File: config.mk
export PLATFORM = sky130hd
export DESIGN_NAME = rf_dbg_master
export DESIGN_NICKNAME = d
export VERILOG_FILES = /design/src/rtl/rf_dbg_master.sv
export SDC_FILE = /design/constraint.sdc
export NUM_CORES = 1
export LEC_CHECK = 0
export BUFFER_PORTS_ARGS = -buffer_cell sky130_fd_sc_hd__buf_2
export CAP_MARGIN = 20
export CORE_MARGIN = 4
export CORE_UTILIZATION = 55
export CTS_BUF_LIST = sky130_fd_sc_hd__clkbuf_4 sky130_fd_sc_hd__clkbuf_8
export DETAILED_ROUTE_END_ITERATION = 16
export PLACE_DENSITY_LB_ADDON = 0.15
export SKIP_CTS_REPAIR_TIMING = 1
export SKIP_LAST_GASP = 1
export SYNTH_ARGS = -nofsm -noshare
export SYNTH_HDL_FRONTEND = slang
export SYNTH_SLANG_ARGS = --single-unit
File: constraint.sdc
create_clock -name i_clk -period 3.8 [get_ports i_clk]
set_input_delay 1.14 -clock i_clk [delete_from_list [all_inputs] [get_ports i_clk]]
set_output_delay 1.14 -clock i_clk [all_outputs]
set_load 0.01 [all_outputs]
File: src/rtl/rf_dbg_master.sv
// Debug access initiator for the register file.
// Takes read/write/dump commands, halts the core, then drives the RF ports
// one beat at a time and returns each beat on a valid/ready response channel.
//
// state     | meaning
// ----------+---------------------------------------------------------------
// IDLE      | ready for a command; all other outputs low
// WAIT_HALT | halt requested, waiting for i_halted (bounded by HALT_TIMEOUT)
// ACCESS    | one cycle owning the RF ports for the current beat
// RESP      | response beat presented until consumed
module rf_dbg_master #(
  parameter int HALT_TIMEOUT = 16
) (
  input  logic        i_clk,
  input  logic        i_rst,
  input  logic        i_cmd_valid,
  output logic        o_cmd_ready,
  input  logic [1:0]  i_cmd_op,
  input  logic [4:0]  i_cmd_addr,
  input  logic [31:0] i_cmd_wdata,
  output logic        o_rsp_valid,
  input  logic        i_rsp_ready,
  output logic [31:0] o_rsp_data,
  output logic [4:0]  o_rsp_addr,
  output logic        o_rsp_last,
  output logic        o_rsp_err,
  output logic        o_halt_req,
  input  logic        i_halted,
  output logic        o_rf_sel,
  output logic [4:0]  o_rf_raddr,
  input  logic [31:0] i_rf_rdata,
  output logic        o_rf_wen,
  output logic [4:0]  o_rf_waddr,
  output logic [31:0] o_rf_wdata
);

  typedef enum logic [1:0] {IDLE, WAIT_HALT, ACCESS, RESP} state_t;

  localparam logic [1:0] OP_WRITE   = 2'b01;
  localparam logic [1:0] OP_DUMP    = 2'b10;
  localparam logic [1:0] OP_ILLEGAL = 2'b11;
  localparam int         CW         = $clog2(HALT_TIMEOUT + 1);

  state_t        state;
  logic [1:0]    op;
  logic [4:0]    idx;
  logic [31:0]   wdata;
  logic [CW-1:0] cnt;

  // Command sequencing with every output registered alongside the state.
  always_ff @(posedge i_clk) begin
    if (i_rst) begin
      state       <= IDLE;
      op          <= 2'b00;
      idx         <= 5'd0;
      wdata       <= 32'd0;
      cnt         <= '0;
      o_cmd_ready <= 1'b1;
      o_rsp_valid <= 1'b0;
      o_rsp_data  <= 32'd0;
      o_rsp_addr  <= 5'd0;
      o_rsp_last  <= 1'b0;
      o_rsp_err   <= 1'b0;
      o_halt_req  <= 1'b0;
      o_rf_sel    <= 1'b0;
      o_rf_raddr  <= 5'd0;
      o_rf_wen    <= 1'b0;
      o_rf_waddr  <= 5'd0;
      o_rf_wdata  <= 32'd0;
    end else begin
      case (state)
        IDLE: begin
          if (i_cmd_valid && o_cmd_ready) begin
            op          <= i_cmd_op;
            wdata       <= i_cmd_wdata;
            idx         <= (i_cmd_op == OP_DUMP) ? 5'd0 : i_cmd_addr;
            o_cmd_ready <= 1'b0;
            if (i_cmd_op == OP_ILLEGAL) begin
              // Rejected without touching the core or the RF.
              state       <= RESP;
              o_rsp_valid <= 1'b1;
              o_rsp_err   <= 1'b1;
              o_rsp_last  <= 1'b1;
              o_rsp_data  <= 32'd0;
              o_rsp_addr  <= i_cmd_addr;
            end else begin
              state      <= WAIT_HALT;
              cnt        <= '0;
              o_halt_req <= 1'b1;
            end
          end
        end
        WAIT_HALT: begin
          if (i_halted) begin
            state    <= ACCESS;
            o_rf_sel <= 1'b1;
            if (op == OP_WRITE) begin
              o_rf_wen   <= 1'b1;
              o_rf_waddr <= idx;
              o_rf_wdata <= wdata;
            end else begin
              o_rf_raddr <= idx;
            end
          end else if (cnt == CW'(HALT_TIMEOUT - 1)) begin
            // Core never acknowledged: report an error beat, RF untouched.
            state       <= RESP;
            o_rsp_valid <= 1'b1;
            o_rsp_err   <= 1'b1;
            o_rsp_last  <= 1'b1;
            o_rsp_data  <= 32'd0;
            o_rsp_addr  <= idx;
          end else begin
            cnt <= cnt + CW'(1);
          end
        end
        ACCESS: begin
          state       <= RESP;
          o_rf_wen    <= 1'b0;
          o_rsp_valid <= 1'b1;
          o_rsp_err   <= 1'b0;
          o_rsp_addr  <= idx;
          o_rsp_last  <= (op != OP_DUMP) || (idx == 5'd31);
          o_rsp_data  <= (op == OP_WRITE) ? 32'd0 : i_rf_rdata;
        end
        RESP: begin
          if (i_rsp_ready) begin
            o_rsp_valid <= 1'b0;
            o_rsp_data  <= 32'd0;
            o_rsp_addr  <= 5'd0;
            o_rsp_last  <= 1'b0;
            o_rsp_err   <= 1'b0;
            if (op == OP_DUMP && o_rf_sel && idx != 5'd31) begin
              state      <= ACCESS;
              idx        <= idx + 5'd1;
              o_rf_raddr <= idx + 5'd1;
            end else begin
              state       <= IDLE;
              o_cmd_ready <= 1'b1;
              o_halt_req  <= 1'b0;
              o_rf_sel    <= 1'b0;
              o_rf_raddr  <= 5'd0;
              o_rf_waddr  <= 5'd0;
              o_rf_wdata  <= 32'd0;
            end
          end
        end
        default: state <= IDLE;
      endcase
    end
  end

endmodule

Word-level counts from Yosys, hierarchy flattened
Cells that the tools add are included.
W data, S select, Z words.
{"block": "word_totals", "register_bits": 132, "inputBits": 76, "wordCells": 130, "out_inout_bits": 86}
{"block": "op_classes", "eq_ne": 24, "reduce_logical": 20, "addsub": 2, "muxes": 67}
{"op": "$mux W32", "n": 10}
{"op": "$pmux W32 S4", "n": 1}
{"op": "$mux W5", "n": 21}
{"op": "$pmux W32 S2", "n": 1}
{"op": "$pmux W5 S2", "n": 4}
{"op": "$ne A2 B2 Y1 const B", "n": 13}
{"op": "$pmux W5 S4", "n": 1}
{"op": "$reduce_and A5 Y1", "n": 4}
{"op": "$reduce_and A4 Y1", "n": 4}
{"op": "$mux W1", "n": 15}
{"op": "$mux W2", "n": 6}
{"op": "$pmux W1 S4", "n": 3}
{"op": "$add A5 B1 Y5 const B", "n": 2}
{"op": "$eq A2 B2 Y1 const B", "n": 5}
{"op": "$pmux W1 S2", "n": 4}
{"op": "$pmux W2 S4", "n": 1}
{"op": "$reduce_bool A2 Y1", "n": 4}
{"op": "$reduce_and A3 Y1", "n": 2}
{"op": "$eq A5 B4 Y1 const B", "n": 1}
{"op": "$eq A5 B5 Y1 const B", "n": 1}
{"op": "$ne A5 B5 Y1 const B", "n": 1}
{"op": "$eq A2 B1 Y1 const B", "n": 2}
{"op": "$logic_and A1 B1 Y1", "n": 3}
{"op": "$ne A3 B3 Y1 const B", "n": 1}
{"op": "other kinds (3)", "n": 3}

Longest topological paths before layout
{"block": "depth", "word_depth": 6, "mapped_depth": 9, "depth_no_buf": 7}

Worst setup path before layout
No wires, ideal clock.
{"block": "synth_timing", "kind": "input-to-reg", "start": "input i_halted", "end": "register o_rsp_data[20]", "t_arrival_ns": 2.256, "setup_ns": 0.070, "stages": 6, "t_required_ns": 3.730, "setup_slack_ns": 1.473, "path_buffers": 2, "path_cell_list": "nand2b_4 -> a2111oi_4 -> buf_2 -> buf_4 -> nand3_1 -> a21oi_1"}
{"block": "synth_via", "elab_chain_cells": 2}
{"element": "start: declaration", "line": "28", "text": "input logic i_halted,"}
{"element": "$ne A2 B2 Y1 (no source line)"}
{"element": "$reduce_and A5 Y1 (no source line)"}
{"element": "end signal: assignment", "line": "123", "text": "o_rsp_data <= (op == OP_WRITE) ? 32'd0 : i_rf_rdata;"}
{"element": "end: declaration", "line": "23", "text": "output logic [31:0] o_rsp_data,"}
No other way between the ends.
A chain may end at the register's enable or synchronous reset.

Final worst setup path
{"block": "layout_timing", "start": "register state[0]", "end": "register o_rsp_err"}
{"block": "layout_via", "elab_chain_cells": 3, "elab_cells_between_ends": 11, "cone_classes": "eq/ne (8); mux (1); reduce/logical (2)"}
{"element": "start: declaration", "line": "44", "text": "state_t state;"}
{"element": "start signal: assignment", "line": "53", "text": "state <= IDLE;"}
{"element": "start signal: assignment", "line": "80", "text": "state <= RESP;"}
{"element": "start signal: assignment", "line": "87", "text": "state <= WAIT_HALT;"}
{"element": "$eq A2 B1 Y1, or another cell as far along", "line": "71", "text": "case (state)"}
{"element": "$ne A2 B2 Y1 (no source line)"}
{"element": "$reduce_and A5 Y1 (no source line)"}
{"element": "end signal: assignment", "line": "63", "text": "o_rsp_err <= 1'b0;"}
{"element": "end signal: assignment", "line": "82", "text": "o_rsp_err <= 1'b1;"}
{"element": "end signal: assignment", "line": "108", "text": "o_rsp_err <= 1'b1;"}
{"element": "end: declaration", "line": "26", "text": "output logic o_rsp_err,"}
Several ways; a longest one is shown, not always the timed one.

==> results.py <==
metrics = {
    "synthesis": {
        "synth_enable_flop_cells": 0,
        "ys_types": 49,
        "netlist_top_cells_count": "dfxtp_1 (132), a21oi_1 (89), nand2_1 (80)",
        "synth_area_sq_um": 5200,
        "synthTopCellsByArea": "dfxtp_1 (51%), a21oi_1 (8.6%), a22o_1 (6.2%)",
        "ys.flop_type": "dfxtp_1",
        "synth.largest_area_cell": "dfxtp_1",
        "synth_area_per_cell_sq_um": 8.89,
        "synth-async-reset-ratio_pct": 0,
        "yosysMostFrequentCell": "dfxtp_1",
        "yosysSeqAreaShare_pct": 50.8,
        "ys_ff_latch": 132,
        "synth_cells": 585,
        "yosysWarnings": 0,
        "syn_nets": 669,
        "yosys.area.top_type_share_pct": 50.8,
    },
    "critical_path": {
        "cp_num_buf_inv": 2,
        "path_cells": "inv_1, ha_1, a21boi_1, a2111oi_4, buf_4, mux2i_1, nor2_1",
        "crit_fanout": 79,
        "critical_path_class": "reg -> reg",
        "path_delay_family": "buffers and inverters",
        "required_ns": 4.10,
        "critPathCaptureType": "flip-flop",
        "critPathLaunchType": "flip-flop",
        "critical-path-max-stage-delay_ns": 0.57,
        "crit_path_top_delay_cell": "buf_4",
        "cp.arrival_ns": 2.83,
    },
    "flow_run": {
        "drv_cap": 0,
    },
    "timing": {
        "slew_headroom_pct": 55.9,
        "rsz0062_at_grt": "no",
        "fin_crit_sh_pct": 66.6,
        "finalHoldViolCount": 0,
        "setup_tns_ns": 0,
        "fmax_mhz": 395,
        "clock-skew-final_ns": 0.0174,
        "worstMarginPinSlew_ns": 0.655,
        "slew_viol_final": 0,
        "setup_viol": 0,
        "min_period_ns": 2.53,
    },
    "clocking": {
        "clk_path_buf_depth": 2,
        "numCtsBuffers": 17,
        "root_buffer": "clkbuf_8",
        "htree_levels": 4,
        "cts_tree": "built",
        "clk_pin_slew_ns": 0.08,
        "worst_skew_pair.late_latency_ns": 0.44,
        "clock_sinks": 132,
    },
    "power": {
        "internal_power_mw": 2.60,
        "p_leak_nw": 2.78,
        "peakVddDrop_mv": 0.317,
        "seq_power_share_pct": 42.8,
        "p_per_area_nw_per_um2": 616,
        "p_comb_share_pct": 28.1,
        "switchingPower_mw": 1.40,
        "sw_frac_of_total_pct": 35.0,
        "clkPwrFrac_pct": 29.1,
    },
    "hold_path": {
        "hold_path_class": "reg -> reg",
    },
    "cells_and_area": {
        "n_antenna_cell": 0,
        "final_layout_size_suffix_gt1_share_pct": 28.1,
        "fin_util_pct": 70.2,
        "layout.nets": 817,
        "syn_to_final_growth_pct": 24.6,
    },
    "placement": {
        "place_congestion": 0.871,
        "hpwl_mm": 8.83,
        "place.port_buffers": 161,
    },
    "route": {
        "drt-wirelength-per-cell_microns": 15.0,
        "vias": 4793,
        "dr.first_iter.drc_count": 293,
        "route.detailed.drc": 0,
        "antenna_left": 0,
        "via_per_inst": 5.48,
        "routed_wirelength_mm": 13.1,
        "first_pass_iters": 5,
    },
    "floorplanning": {
        "dieArea_sq_um": 11100,
        "start_util_pct": 56.3,
        "coreArea_sq_um": 9240,
        "num_rows": 35,
        "ios": 162,
        "fp.dieW_microns": 105,
        "die-height_microns": 105,
    },
    "grt": {
        "grt_pass1_wl_mm": 21.0,
        "grt_pass1_vias": 4423,
        "grt_max_degree": 80,
        "antenna_found_initial": 0,
        "gr-total-overflow": 0,
        "grtUsageTotal_pct": 23.1,
    },
    "status": {
        "outcome": "finished, final reports clean",
    },
}
## layout make-up
| class | count | area, sq um |
|---|---|---|
| fill | 767 | 2760 |
| sequential | 132 | 2640 |
| multi-input combinational | 401 | 2350 |
| timing repair buffer | 170 | 893 |
| clock buffer | 18 | 241 |
| tap | 129 | 161 |
| clock inverter | 13 | 151 |
| inverter | 11 | 41.3 |
## registers in the layout, indices dropped and copies added (netlist names)
| register | flops |
|---|---|
| o_rsp_valid | 1 |
| o_rf_sel | 1 |
| o_rsp_err | 1 |
| o_rf_wdata | 32 |
| o_rf_waddr | 5 |
| wdata | 32 |
| o_rsp_data | 32 |
| o_halt_req | 1 |
| o_cmd_ready | 1 |
| o_rsp_last | 1 |
| cnt | 5 |
| state | 2 |
| o_rf_raddr | 5 |
| idx | 5 |
| o_rsp_addr | 5 |
| o_rf_wen | 1 |
| op | 2 |
## path summary, 6_finish.rpt
path             from        end  slack [ns]  cells after the start
min reg2reg  wdata[2]   wdata[2]        0.46                      2
min          wdata[2]   wdata[2]        0.46                      2
max reg2reg  state[0]  o_rsp_err        1.27                      7
max          state[0]  o_rsp_err        1.27                      7
## worst min-delay path, cell delays in order, from the launching register on
cell	delay, ns
dfxtp_1	0.31
nand2_1	0.05
a21oi_1	0.05
## layer usage
metal  part of all wire, %  routed length (microns)  track usage, %  vias up
met5                     0                        0               0        -
met4                   1.2                      153            7.50        0
li1                      -                        -               -     2365
met3                   8.1                     1060            7.16       13
met1                    43                     5610            30.0     2234
met2                    48                     6320            36.6      181
## power groups by stage
stage          clock network (mW)  registers (mW)  logic, mW
3_5_place_dp                    0            1.74       1.10
3_3_place_gp                    0            1.72       1.07
4_1_cts                      1.19            1.71       1.10
6_report                     1.16            1.71       1.12
2_1_floorplan                   0            1.75      0.758
5_1_grt                      1.25            1.73       1.25
## placed cells by master (no fill, tap or decap), types with 3 or more instances in the layout
master,count
nor2_1,22
inv_1,11
a21oi_1,89
nand2b_1,35
inv_6,4
clkbuf_8,17
and2_1,4
clkinvlp_4,4
a311oi_1,4
o22ai_1,3
dfxtp_1,132
buf_2,161
a22o_1,37
nand4_1,3
nor3_1,4
buf_4,8
and3_1,6
clkinv_4,3
nor2b_1,7
nand3_1,37
nand2_1,80
ha_1,8
a211oi_1,10
o31ai_1,3
mux2i_1,3
o21ai_0,14
## metrics by stage
step                worst slack, ns  area (sq um)  hold WS, ns  total power [mW]  cells
floorplan                      1.47          5200        0.437              2.51    585
global placement               1.05          6060        0.442              2.80    842
detailed placement            0.992          6060        0.447              2.84    842
CTS                            1.33          6460        0.458              4.00    873
global route                   1.06          6480        0.472              4.23    874
finish                         1.27          6480        0.457              3.99    874
## cell families after synthesis
kind of cell	after synthesis	synth area share [%]
muxes	4	0.794
AOI/OAI and AO/OA	180	22.5
and+or+nand+nor	208	19.6
adders and majority gates	8	1.92
xor gates and xnor gates	1	0.168
buffers and inverters	52	4.16
DFF	132	50.8
Power figures use the tool's default switching activity.
